[src/rtl/zube_pkg.sv]
// Shared definitions for the Z80 I/O bus master: register offsets, command
// and status field positions, and the bus-cycle state encoding.
package zube_pkg;

  localparam logic [31:0] CMD_OFFSET    = 32'h0;
  localparam logic [31:0] RESULT_OFFSET = 32'h4;
  localparam logic [31:0] STATUS_OFFSET = 32'h8;

  localparam int ADDR_LSB = 0;
  localparam int DATA_LSB = 8;
  localparam int DIR_BIT  = 16;

  localparam int STAT_BUSY    = 0;
  localparam int STAT_DONE    = 1;
  localparam int STAT_OVERRUN = 2;

  typedef enum logic [1:0] {
    IDLE   = 2'd0,
    SETUP  = 2'd1,
    STROBE = 2'd2,
    HOLD   = 2'd3
  } zube_state_e;

endpackage

[src/rtl/zube_phase_counter.sv]
// Loadable 8-bit down-counter; tc is high while the count sits at zero, so a
// load of N-1 gives a phase of exactly N cycles.
module zube_phase_counter
  import zube_pkg::*;
(
  input  logic       clk,
  input  logic       reset,
  input  logic       load,
  input  logic [7:0] load_value,
  output logic [7:0] count,
  output logic       tc
);

  logic [7:0] count_q, count_d;

  always_comb begin
    count_d = count_q;
    if (load) begin
      count_d = load_value;
    end else if (count_q != 8'd0) begin
      count_d = count_q - 8'd1;
    end
  end

  always_ff @(posedge clk) begin
    if (reset) begin
      count_q <= 8'd0;
    end else begin
      count_q <= count_d;
    end
  end

  assign count = count_q;
  assign tc    = (count_q == 8'd0);

endmodule

[src/rtl/zube_io_master.sv]
// Wishbone-controlled initiator for Z80 IN/OUT cycles: one command register
// launches a timed setup/strobe/hold cycle and read data lands in RESULT.
module zube_io_master
  import zube_pkg::*;
#(
  parameter logic [31:0] BASE_ADDRESS   = 32'h3000_1000,
  parameter logic [31:0] CMD_ADDRESS    = BASE_ADDRESS + CMD_OFFSET,
  parameter logic [31:0] RESULT_ADDRESS = BASE_ADDRESS + RESULT_OFFSET,
  parameter logic [31:0] STATUS_ADDRESS = BASE_ADDRESS + STATUS_OFFSET,
  parameter int unsigned SETUP_CYCLES   = 2,
  parameter int unsigned STROBE_CYCLES  = 4,
  parameter int unsigned HOLD_CYCLES    = 2
) (
  input  logic        clk,
  input  logic        reset,
  input  logic        wb_cyc_in,
  input  logic        wb_stb_in,
  input  logic        wb_we_in,
  input  logic [31:0] wb_addr_in,
  input  logic [31:0] wb_data_in,
  output logic        wb_ack_out,
  output logic        wb_stall_out,
  output logic [31:0] wb_data_out,
  output logic [7:0]  z80_address_bus,
  output logic [7:0]  z80_data_bus_out,
  input  logic [7:0]  z80_data_bus_in,
  output logic        z80_bus_dir,
  output logic        z80_write_strobe_b,
  output logic        z80_read_strobe_b
);

  localparam logic [7:0] SETUP_LOAD  = 8'(SETUP_CYCLES - 1);
  localparam logic [7:0] STROBE_LOAD = 8'(STROBE_CYCLES - 1);
  localparam logic [7:0] HOLD_LOAD   = 8'(HOLD_CYCLES - 1);

  zube_state_e state_q, state_d;
  logic [7:0]  addr_q, addr_d;
  logic [7:0]  wdata_q, wdata_d;
  logic        dir_q, dir_d;
  logic [7:0]  sync_q, sync_d;
  logic [7:0]  result_q, result_d;
  logic        done_q, done_d;
  logic        overrun_q, overrun_d;
  logic        ack_q, ack_d;
  logic [31:0] rdata_q, rdata_d;

  logic        cnt_load;
  logic [7:0]  cnt_value;
  logic [7:0]  cnt_count;
  logic        cnt_tc;

  logic        wb_req, hit_cmd, hit_result, hit_status, hit_any;
  logic        cmd_accept, cmd_drop, busy;
  logic [31:0] status_word;

  zube_phase_counter u_phase_counter (
    .clk        (clk),
    .reset      (reset),
    .load       (cnt_load),
    .load_value (cnt_value),
    .count      (cnt_count),
    .tc         (cnt_tc)
  );

  always_comb begin
    wb_req     = wb_cyc_in && wb_stb_in;
    hit_cmd    = wb_req && (wb_addr_in == CMD_ADDRESS);
    hit_result = wb_req && (wb_addr_in == RESULT_ADDRESS);
    hit_status = wb_req && (wb_addr_in == STATUS_ADDRESS);
    hit_any    = hit_cmd || hit_result || hit_status;
    busy       = (state_q != IDLE);
    cmd_accept = hit_cmd && wb_we_in && !busy;
    cmd_drop   = hit_cmd && wb_we_in && busy;

    status_word               = 32'd0;
    status_word[STAT_BUSY]    = busy;
    status_word[STAT_DONE]    = done_q;
    status_word[STAT_OVERRUN] = overrun_q;

    state_d   = state_q;
    addr_d    = addr_q;
    wdata_d   = wdata_q;
    dir_d     = dir_q;
    sync_d    = z80_data_bus_in;
    result_d  = result_q;
    cnt_load  = 1'b0;
    cnt_value = 8'd0;

    case (state_q)
      IDLE: begin
        if (cmd_accept) begin
          addr_d    = wb_data_in[ADDR_LSB +: 8];
          wdata_d   = wb_data_in[DATA_LSB +: 8];
          dir_d     = wb_data_in[DIR_BIT];
          state_d   = SETUP;
          cnt_load  = 1'b1;
          cnt_value = SETUP_LOAD;
        end
      end
      SETUP: begin
        if (cnt_tc) begin
          state_d   = STROBE;
          cnt_load  = 1'b1;
          cnt_value = STROBE_LOAD;
        end
      end
      STROBE: begin
        if (cnt_tc) begin
          state_d   = HOLD;
          cnt_load  = 1'b1;
          cnt_value = HOLD_LOAD;
          if (!dir_q) begin
            result_d = sync_q;
          end
        end
      end
      HOLD: begin
        if (cnt_tc) begin
          state_d = IDLE;
        end
      end
      default: state_d = IDLE;
    endcase

    // Priority ordering: the later assignment wins the race.
    done_d = done_q;
    if ((hit_result && !wb_we_in) || cmd_accept) done_d = 1'b0;
    if (state_q == HOLD && cnt_tc) done_d = 1'b1;

    overrun_d = overrun_q;
    if (hit_status && wb_we_in && wb_data_in[STAT_OVERRUN]) overrun_d = 1'b0;
    if (cmd_drop) overrun_d = 1'b1;

    ack_d   = hit_any;
    rdata_d = rdata_q;
    if (hit_any && !wb_we_in) begin
      if (hit_cmd)         rdata_d = {15'd0, dir_q, wdata_q, addr_q};
      else if (hit_result) rdata_d = {24'd0, result_q};
      else                 rdata_d = status_word;
    end
  end

  always_ff @(posedge clk) begin
    if (reset) begin
      state_q   <= IDLE;
      addr_q    <= 8'h00;
      wdata_q   <= 8'h00;
      dir_q     <= 1'b0;
      sync_q    <= 8'h00;
      result_q  <= 8'h00;
      done_q    <= 1'b0;
      overrun_q <= 1'b0;
      ack_q     <= 1'b0;
      rdata_q   <= 32'd0;
    end else begin
      state_q   <= state_d;
      addr_q    <= addr_d;
      wdata_q   <= wdata_d;
      dir_q     <= dir_d;
      sync_q    <= sync_d;
      result_q  <= result_d;
      done_q    <= done_d;
      overrun_q <= overrun_d;
      ack_q     <= ack_d;
      rdata_q   <= rdata_d;
    end
  end

  assign wb_ack_out         = ack_q;
  assign wb_stall_out       = 1'b0;
  assign wb_data_out        = rdata_q;
  assign z80_address_bus    = addr_q;
  assign z80_data_bus_out   = wdata_q;
  assign z80_bus_dir        = busy && dir_q;
  assign z80_write_strobe_b = !((state_q == STROBE) && dir_q);
  assign z80_read_strobe_b  = !((state_q == STROBE) && !dir_q);

endmodule

[config.mk]
export PLATFORM = sky130hd
export DESIGN_NAME = zube_io_master
export DESIGN_NICKNAME = d
export VERILOG_FILES = /design/src/rtl/zube_pkg.sv /design/src/rtl/zube_phase_counter.sv /design/src/rtl/zube_io_master.sv
export SDC_FILE = /design/constraint.sdc
export NUM_CORES = 1
export LEC_CHECK = 0
export CAP_MARGIN = 10
export CORE_MARGIN = 8
export CORE_UTILIZATION = 46
export CTS_BUF_LIST = sky130_fd_sc_hd__clkbuf_2 sky130_fd_sc_hd__clkbuf_4 sky130_fd_sc_hd__clkbuf_8
export CTS_CLUSTER_DIAMETER = 120
export DETAILED_ROUTE_END_ITERATION = 6
export PLACE_DENSITY = 0.95
export RECOVER_POWER = 100
export SLEW_MARGIN = 20
export SYNTH_ARGS = -nofsm -noshare
export SYNTH_HDL_FRONTEND = slang
export SYNTH_SLANG_ARGS = --single-unit
[constraint.sdc]
create_clock -name clk -period 3.6 [get_ports clk]
set_clock_uncertainty 0.1 [all_clocks]
set_input_delay 0.72 -clock clk [delete_from_list [all_inputs] [get_ports clk]]
set_output_delay 0.72 -clock clk [all_outputs]
set_load 0.01 [all_outputs]
After elaboration in Yosys (flattened, before gate mapping):

Cells that the tools add are included.

* muxes and demuxes: 20
* reductions and logical operators: 34
* equal/unequal tests: 10
* $add $sub $neg: 1
* bitwise operators: 1

Operators with widths (count)
* $eq 32x30->1 const B: 3
* $mux 8: 3
* $mux 17: 1
* $logic_and 1x1->1: 15
* $mux 2: 5
* $logic_not 8->1: 1
* $mux 1: 8
* $ne 2x2->1 const B: 4
* $pmux 2 s4: 1
* $reduce_bool 2->1: 4
* $reduce_bool 8->1: 1
* $sub 8x1->8 const B: 1
* $pmux 2 s3: 1
* $logic_not 1->1: 5
* $eq 2x2->1 const B: 2
* $reduce_and 4->1: 1
* $logic_or 1x1->1: 3
* $reduce_and 3->1: 1
* $eq 2x1->1 const B: 1
* $logic_not 2->1: 1
* $pmux 1 s2: 1
* $reduce_and 2->1: 1
* $reduce_or 2->1: 1
* $not 1->1: 1

* bits in registers: 78
* word-level logic and storage cells: 77
* input bits: 77

Longest topological paths before layout:

Gate-level depths: netlist (run 1).

* depth in word-level cells: 7
* mapped depth: 8
* gate-level depth less buffers: 7

Cells and area by module:

A second synthesis (run 1) with hierarchy kept.

* cells, all modules: 313
* area, all modules: 3000.4 sq um

Modules (own cells, without submodules)
* zube_io_master: sequential area each 1101.1 sq um, times used 1, cells each 260, area an instance 2524.9 sq um
* zube_phase_counter: sequential area each 160.2 sq um, times used 1, cells each 53, area an instance 475.5 sq um

Worst setup path before layout (run 1):

Ideal clock, no wire load.

* path kind: in2reg
* start: input port wb_addr_in[30]
* end: register rdata_q[12], in the netlist wb_data_out[12]
* slack: 1090 ps
* stages: 6
* buffers on the path: 1
* arrival: 2293 ps
* setup time: 117 ps
* cell sequence: nor4bb_1 -> nand4_1 -> a2111oi_4 -> nor2_1 -> clkbuf_1 -> a22o_1

* word-level cells in the longest chain between the ends: 5
* elaborated cells between the ends (all ways): 10
* classes of those cells: eq/ne (3); mux (1); reduce/logical (6)

RTL lines
* start, declared: RTL line zube_io_master.sv:19 `input logic [31:0] wb_addr_in,`
* $eq 32x30->1 (on tied branches): RTL line zube_io_master.sv:67, zube_io_master.sv:68
* $logic_and 1x1->1 (on tied branches): RTL line zube_io_master.sv:67, zube_io_master.sv:68
* $logic_or 1x1->1 (2 in series): RTL line zube_io_master.sv:70 `hit_any = hit_cmd || hit_result || hit_status;`
* $logic_and 1x1->1: RTL line zube_io_master.sv:136 `if (hit_any && !wb_we_in) begin`
* end signal, assigned: RTL line zube_io_master.sv:165 `rdata_q <= rdata_d;`
* end, declared: RTL line zube_io_master.sv:45 `logic [31:0] rdata_q, rdata_d;`

Parallel ways exist; a longest one is shown, timed or not.
A chain may end at the register's enable or synchronous reset.

Final worst setup path (run 1):

* start: input port wb_addr_in[28]
* end: register u_phase_counter.count_q[0], in the netlist u_phase_counter.count[0]

* word-level cells in the longest chain between the ends: 7
* elaborated cells between the ends (all ways): 10
* classes of those cells: eq/ne (1); mux (5); reduce/logical (4)

RTL lines
* $eq 32x30->1 *: RTL line zube_io_master.sv:67 `hit_cmd = wb_req && (wb_addr_in == CMD_ADDRESS);`
* $logic_and 1x1->1 *: RTL line zube_io_master.sv:67
* $logic_and 1x1->1 * (2 in series): RTL line zube_io_master.sv:72 `cmd_accept = hit_cmd && wb_we_in && !busy;`
* $mux 1: RTL line zube_io_master.sv:91 `if (cmd_accept) begin`
* $pmux 2 s3 / $pmux 1 s2 (equally long branches): RTL line zube_io_master.sv:89 `case (state_q)`
* $mux 8 / $reduce_bool 2->1 (equally long branches)
* end signal, assigned: RTL line zube_phase_counter.sv:29 `count_q <= count_d;`
* end, declared: RTL line zube_phase_counter.sv:14 `logic [7:0] count_q, count_d;`

Every way passes the cells marked *; elsewhere a longest branch is shown, timed or not.

==> results.md, run 1 <==
- Sequential share of the synthesized area: 0.454
- Mean post-synth cell area: 9.92 um^2
- Synth area leader: dfxtp_1
- Routed wire length: 7780 um
- Ports: 130
- Total CTS buffers: 9
- Clock-pin slew on the worst setup and hold paths: 0.07 ns
- DIE AREA: 0.00878 mm^2
- Unrepaired setup endpoints after global routing: no
- Asr flop ratio synth: 0
- CTS Hold Bufs: 0
- Slew Viols, Final: 0
- Min Tclk post-route: 3.07 ns
- CTS Sinks: 63
- WS Path Type: in2reg
- Total power: 0.00196 W
- Setup crit end kind: register
- Primary FF master, synth: dfxtp_1
- Synth top area share: 0.454
- Finished Cell Area: 0.00399 mm^2
- Max_slew headroom: 0.297
- Drt initial violations: about 150
- Max-Cap Viols: 0
- Via/cell ratio: 5.33
- First-pass GRT wire length: 12500 um
- Cts repair resizes: 0
- Core ar.: 0.00589 mm^2
- Number of diodes: 0
- # fillers: 469
- Synth-to-layout area growth: 43.7%
- Clock Latency Late Sink: 0.34 ns
- Worst path most repeated cell: clkbuf_1
- Syn Inst Count: 280
- Post-DP HPWL: 5800 um
- Netlist cell types: 44
- Yosys warns: 0
- Initial antenna violation count: 0
- Top-count cell post-synth: dfxtp_1
- FF+latch area: 0.00126 mm^2
- Worst-margin pin slew: between 1 and 1.5 ns
- Peak supply drop: 0.000335 V
- Pwr Density: 491 mW/mm^2
- EDFF count, synth: 0
- Post-CTS Setup Bufs: 0
- Crit path launch type: primary input
- Worst hold start: sync_q[3]$_SDFF_PP0_
- ANT nets after route: 0
- CTS Buffer Depth: 2
- Nets: around 470
- Layout cells sized above 1: 0.0698
- CP Max Fanout: 8
- Std cell rows: 28
- Starting density of the core: 0.472
- Leakage: 1.65 nW
- Drt drc: 0
- Largest net degree at the start of global routing: 54
- Crit path cell chain: dlygate4sd3_1 -> nor4bb_1 -> nand4_1 -> clkbuf_1 -> nor3_1 -> clkbuf_1 -> nor2_1 -> a211oi_1
- Grt total ovfl: 0
- Final Setup Violations: 0
- Final hold vios: 0
- Synth top cells by count: dfxtp_1, nor2_1, mux2i_1, buf_4
- R2r startpoint: u_phase_counter.count[3]$_SDFFE_PP0P_
- Area after DPL: 0.00379 mm^2
- CP max-delay cell: dlygate4sd3_1
- Highest Clock Rate: 326 MHz
- Synth top area cells: dfxtp_1, mux2i_1, nor2_1
- #FFs+latches synth: 63
- Hold Crit Class: reg2reg
- Placer Congestion: between 0.8 and 0.9
- WP data arrival: 3.21 ns
- Clk root buf: clkbuf_8
- Worst Setup SP: wb_addr_in[28]
- Multi-input logic area: 0.00137 mm^2
- Post-DR wirelength/cell: approximately 17 um
- Setup_tns: 0 ns
- GRT Total Usage: 0.180
- Post-Syn Area: 0.00278 mm^2
- Final period util: 0.853
- Vias: 2462
- Worst path max stage delay: 0.51 ns
- CTS tree: built
- H-tree depth: 3
- Port Buf Inserts: 98
- Die Wd: 93.7 um
- Req. time, crit path: 3.74 ns
- Die Height: ~94 um
- First-pass DRT Iterations: 4
- Vias in the first global route: 2595
- Status: complete, no violations
==> area by class of cell <==
| class | instances | area share |
|---|---|---|
| Clock buffer | 13 | 0.0417 |
| Timing Repair Buffer | 105 | 0.253 |
| Clock inverter | 3 | 0.0163 |
| Multi-Input combinational cell | 196 | 0.342 |
| Sequential cell | 63 | 0.316 |
| Tap cell | 75 | 0.0235 |
| Inverter | 7 | 0.00659 |
==> per-stage QoR <==
stage                     setup slack (ns)  hold WS [ns]   util  cells
after global placement               0.508         0.342  0.644    446
final                                0.529         0.354  0.678    462
after detailed placement             0.429         0.353  0.644    446
after floorplan                       1.09         0.337      -    295
after global routing                 0.336         0.391  0.678    462
after CTS                            0.781         0.361  0.683    462
==> metal layers <==
metal | track usage | routed length (um) | share of wire
met5 | 0 | 0 | 0
met4 | 0.0661 | 171 | 0.022
met3 | 0.0799 | 762 | 0.098
met2 | 0.313 | 3800 | 0.49
met1 | 0.185 | 3050 | 0.39
==> cells in the final DEF (no fill, tap or decap), drive strengths merged, types with 5 or more instances in the layout <==
master | netlist | routed
dfxtp | 63 | 63
clkdlybuf4s50 | 0 | 59
nor2 | 39 | 39
dlygate4sd3 | 0 | 38
mux2i | 36 | 36
clkbuf | 11 | 18
conb | 1 | 16
nor3 | 12 | 12
nor2b | 11 | 11
a22o | 9 | 9
inv | 7 | 7
a21oi | 7 | 7
nor4 | 6 | 6
ha | 6 | 6
nand2 | 5 | 5
o2bb2ai | 5 | 5
==> state kept, by name, summed over array words and instances, names as in the netlist, 2 cells and up <==
name	cells
u_phase_counter.count	8
z80_data_bus_out	8
result_q	8
state_q	2
wb_data_out	17
z80_address_bus	8
sync_q	8
==> logic make-up (layout without fill, tap and decap cells) <==
family / after synthesis / in the layout / synth area share
and+or+nand+nor: 97 / 97 / 0.193
DFF: 63 / 63 / 0.454
muxes: 37 / 37 / 0.135
AOI/OAI and AO/OA: 36 / 36 / 0.105
buffers and inverters: 36 / 128 / 0.0712
adders and majority gates: 6 / 6 / 0.0270
xor gates and xnor gates: 4 / 4 / 0.0126
other: 1 / 16 / 0.00135
==> path summary, 6_finish.rpt <==
path,endpoint,slack (ns),cells past startpoint
worst min-delay path,result_q[3]$_SDFFE_PP0P_,0.35,2
worst max register to register,result_q[4]$_SDFFE_PP0P_,1.07,6
worst min register to register,result_q[3]$_SDFFE_PP0P_,0.35,2
worst max-delay path,u_phase_counter.count[0]$_SDFFE_PP0P_,0.53,8
==> critical path, delay by kind of cell <==
family	cells	cell delay, ns
AOI/OAI and AO/OA	1	0.26
buffers and inverters	3	1.23
and+or+nand+nor	4	0.98
==> where the power goes <==
group | switching [W] | internal (W) | total, W
clock network | 0.000257 | 0.000442 | 0.000699
logic | 0.000237 | 0.000240 | 0.000477
registers | 0.0000394 | 0.000744 | 0.000784
total | 0.000533 | 0.00143 | 0.00196
No activity file was read; power rests on OpenSTA's default activity.
==> run 2, diff against run 1 <==
--- a/config.mk
+++ b/config.mk
@@ -13,7 +13,6 @@
 export DETAILED_ROUTE_END_ITERATION = 6
 export PLACE_DENSITY = 0.95
 export RECOVER_POWER = 100
-export SLEW_MARGIN = 20
 export SYNTH_ARGS = -nofsm -noshare
 export SYNTH_HDL_FRONTEND = slang
 export SYNTH_SLANG_ARGS = --single-unit
==> results of run 2 <==
Same layout as run 1: the final DEF is identical, and so are final timing and power.
==> run 3, diff against run 2 <==
--- a/config.mk
+++ b/config.mk
@@ -6,12 +6,11 @@
 export NUM_CORES = 1
 export LEC_CHECK = 0
 export CAP_MARGIN = 10
-export CORE_MARGIN = 8
-export CORE_UTILIZATION = 46
+export CORE_UTILIZATION = 38
 export CTS_BUF_LIST = sky130_fd_sc_hd__clkbuf_2 sky130_fd_sc_hd__clkbuf_4 sky130_fd_sc_hd__clkbuf_8
 export CTS_CLUSTER_DIAMETER = 120
 export DETAILED_ROUTE_END_ITERATION = 6
-export PLACE_DENSITY = 0.95
+export PLACE_DENSITY = 0.89
 export RECOVER_POWER = 100
 export SYNTH_ARGS = -nofsm -noshare
 export SYNTH_HDL_FRONTEND = slang
==> constraint.sdc (replaced) <==
create_clock -name clk -period 2.6 [get_ports clk]
set_clock_uncertainty 0.1 [all_clocks]
set_input_delay 0.52 -clock clk [delete_from_list [all_inputs] [get_ports clk]]
set_output_delay 0.52 -clock clk [all_outputs]
set_load 0.01 [all_outputs]
==> run 3 against run 2 <==
  * Routed wire length decreased by 12%
  * First-iteration DRC count decreased by 55%
  * Worst hold slack improved by 0.0076 ns
  * Final area increased by 1.5%
  * Total power increased by 32%
  * Register-to-register slack got worse by 0.88 ns
  * Global-route usage increased by 1.3 points
  * Final cell count increased by 6.3%
  * Critical endpoint is now wb_data_out[16]$_SDFFE_PP0P_
  * Largest power group unchanged
==> results.md, run 3 (same netlist as run 1, synthesis figures left out) <==
- Status: complete, no violations
- Unrepaired setup endpoints after global routing: no
- DIE AREA: 0.00765 mm^2
- Max reg flops: 17
- Worst hold start: wb_data_out[6]$_SDFFE_PP0P_
- Total CTS buffers: 9
- Clock Latency Late Sink: 0.34 ns
- Worst Reg-to-Reg Cells: 5
- Highest Clock Rate: between 400 and 500 MHz
- Grt total ovfl: 0
- Slew Viols, Final: 0
- Layout cells sized above 1: 0.0937
- First-pass GRT wire length: 11100 um
- Ports: 130
- Fin util: 0.586
- Vias in the first global route: roughly 2400
- Hold Crit Class: reg2reg
- Crit path launch type: primary input
- Commonest cells after routing, fill and taps aside: dfxtp_1, clkdlybuf4s50_1, nor2_1
- CTS tree: built
- Largest net degree at the start of global routing: 29
- Commonest non-fill, non-tap cell in the layout: dfxtp_1
- R2r startpoint: u_phase_counter.count[3]$_SDFFE_PP0P_
- Core ar.: approximately 0.0069 mm^2
- Peak supply drop: 0.000479 V
- Worst-margin pin slew: 1.26 ns
- Worst R2R Setup Slack: about 0.19 ns
- Max-Cap Viols: 0
- Min Tclk post-route: 2.43 ns
- Final Setup Violations: 0
- Placer Congestion: 0.764
- ANT nets after route: 0
- Max_slew headroom: 0.158
- FF-to-FF End: u_phase_counter.count[0]$_SDFFE_PP0P_
- Post-DR wirelength/cell: between 10 and 15 um
- Final hold vios: 0
- Routed wire length: between 6000 and 7000 um
- H-tree depth: 3
- WP data arrival: 2.56 ns
- CTS Sinks: 63
- Leakage: 1.67 nW
- Nets: 473
- Std cell rows: 30
- Worst path most repeated cell: buf_4
- CP Buf/Inv Count: 3
- Final period util: 0.934
- Drt drc: 0
- Post-CTS Setup Bufs: 0
- WS Path Type: in2reg
- Via/cell ratio: between 4 and 5
- Port Buf Inserts: a little under 100
- Top delay family on crit path: buffers and inverters
- Setup crit end kind: register
- GRT Total Usage: 0.193
- Number of diodes: 0
- Crit path cell chain: clkdlybuf4s50_1 -> nor4bb_1 -> nand4_1 -> buf_4 -> a2111oi_4 -> nor2_1 -> buf_4 -> a22o_1
- First-pass DRT Iterations: 4
- CTS Buffer Depth: 2
- Worst path max stage delay: between 0.4 and 0.5 ns
- CP max-delay cell: clkdlybuf4s50_1
- Req. time, crit path: 2.73 ns
- WHS Path Cells: 1
- Die Height: roughly 90 um
- Post-DP HPWL: between 5000 and 6000 um
- Vias: 2412
- Clock-pin slew on the worst setup and hold paths: 0.07 ns
- Drt initial violations: 69
- Setup_tns: 0 ns
- Clk root buf: clkbuf_8
- Starting density of the core: 0.402
- CP Max Fanout: 14
- Synth-to-layout area growth: 45.9%
- Pwr Density: 640 mW/mm^2
- Initial antenna violation count: 0
- Cts repair resizes: 0
- Die Wd: 87.5 um
- Hold endpoint: wb_data_out[6]$_SDFFE_PP0P_
- CTS Hold Bufs: 0
[run 3: cell types whose count changed in the layout (fill, tap and decap cells not counted), sizes merged]
| cell | delta |
|---|---|
| buf | +7 |
| clkdlybuf4s50 | +2 |
| clkinvlp | +2 |
| dlygate4sd3 | -2 |
| bufinv | -1 |
| clkbuf | -1 |
| clkinv | +1 |
[run 3: layout make-up]
cell class                      count  area (um^2)
Inverter                            7         26.3
Clock inverter                      5         58.8
Timing Repair Buffer              113         1070
Multi-Input combinational cell    196         1370
Tap cell                           96          120
Fill cell                         582         2860
Sequential cell                    63         1260
Clock buffer                       11          139
[run 3: routing by layer]
layer | track usage | wire length, um | vias to the layer above
met2 | 0.346 | 3350 | 113
met3 | 0.0720 | 636 | 15
met4 | 0.0760 | 138 | 0
li1 | - | - | 1175
met1 | 0.203 | 2720 | 1109
met5 | 0 | 0 | -
[run 3: stage by stage]
step	cell area, um^2	setup WS, ns	hold slack (ns)	total power [W]	std cells
after floorplan	2830	0.290	0.337	0.00159	295
after global placement	3870	-0.124	0.342	0.00176	475
after detailed placement	3870	-0.173	0.348	0.00179	475
after CTS	4070	0.153	0.367	0.00264	491
after global routing	4050	0.0292	0.369	0.00275	491
final	4050	0.172	0.361	0.00259	491
[run 3: worst max-delay path by stage]
stage                            start                           end  slack, ns  cells past startpoint
3_5_place_dp            wb_addr_in[14]   wb_data_out[5]$_SDFFE_PP0P_      -0.17                      7
4_1_cts        state_q[0]$_SDFFE_PP0P_                   z80_bus_dir       0.15                      4
3_3_place_gp             wb_addr_in[6]   wb_data_out[4]$_SDFFE_PP0P_      -0.12                      7
5_1_grt                 wb_addr_in[28]   wb_data_out[2]$_SDFFE_PP0P_       0.03                      8
2_1_floorplan           wb_addr_in[30]  wb_data_out[12]$_SDFFE_PP0P_       0.29                      6
6_report                wb_addr_in[28]  wb_data_out[16]$_SDFFE_PP0P_       0.17                      8
[run 3: power by group]
part / switching [W] / leakage (nW) / internal (W)
Clock: 0.000379 / 0.0964 / 0.000464
Sequential: 0.0000518 / 0.511 / 0.00103
Combinational: 0.000321 / 1.06 / 0.000349
Total: 0.000751 / 1.67 / 0.00184
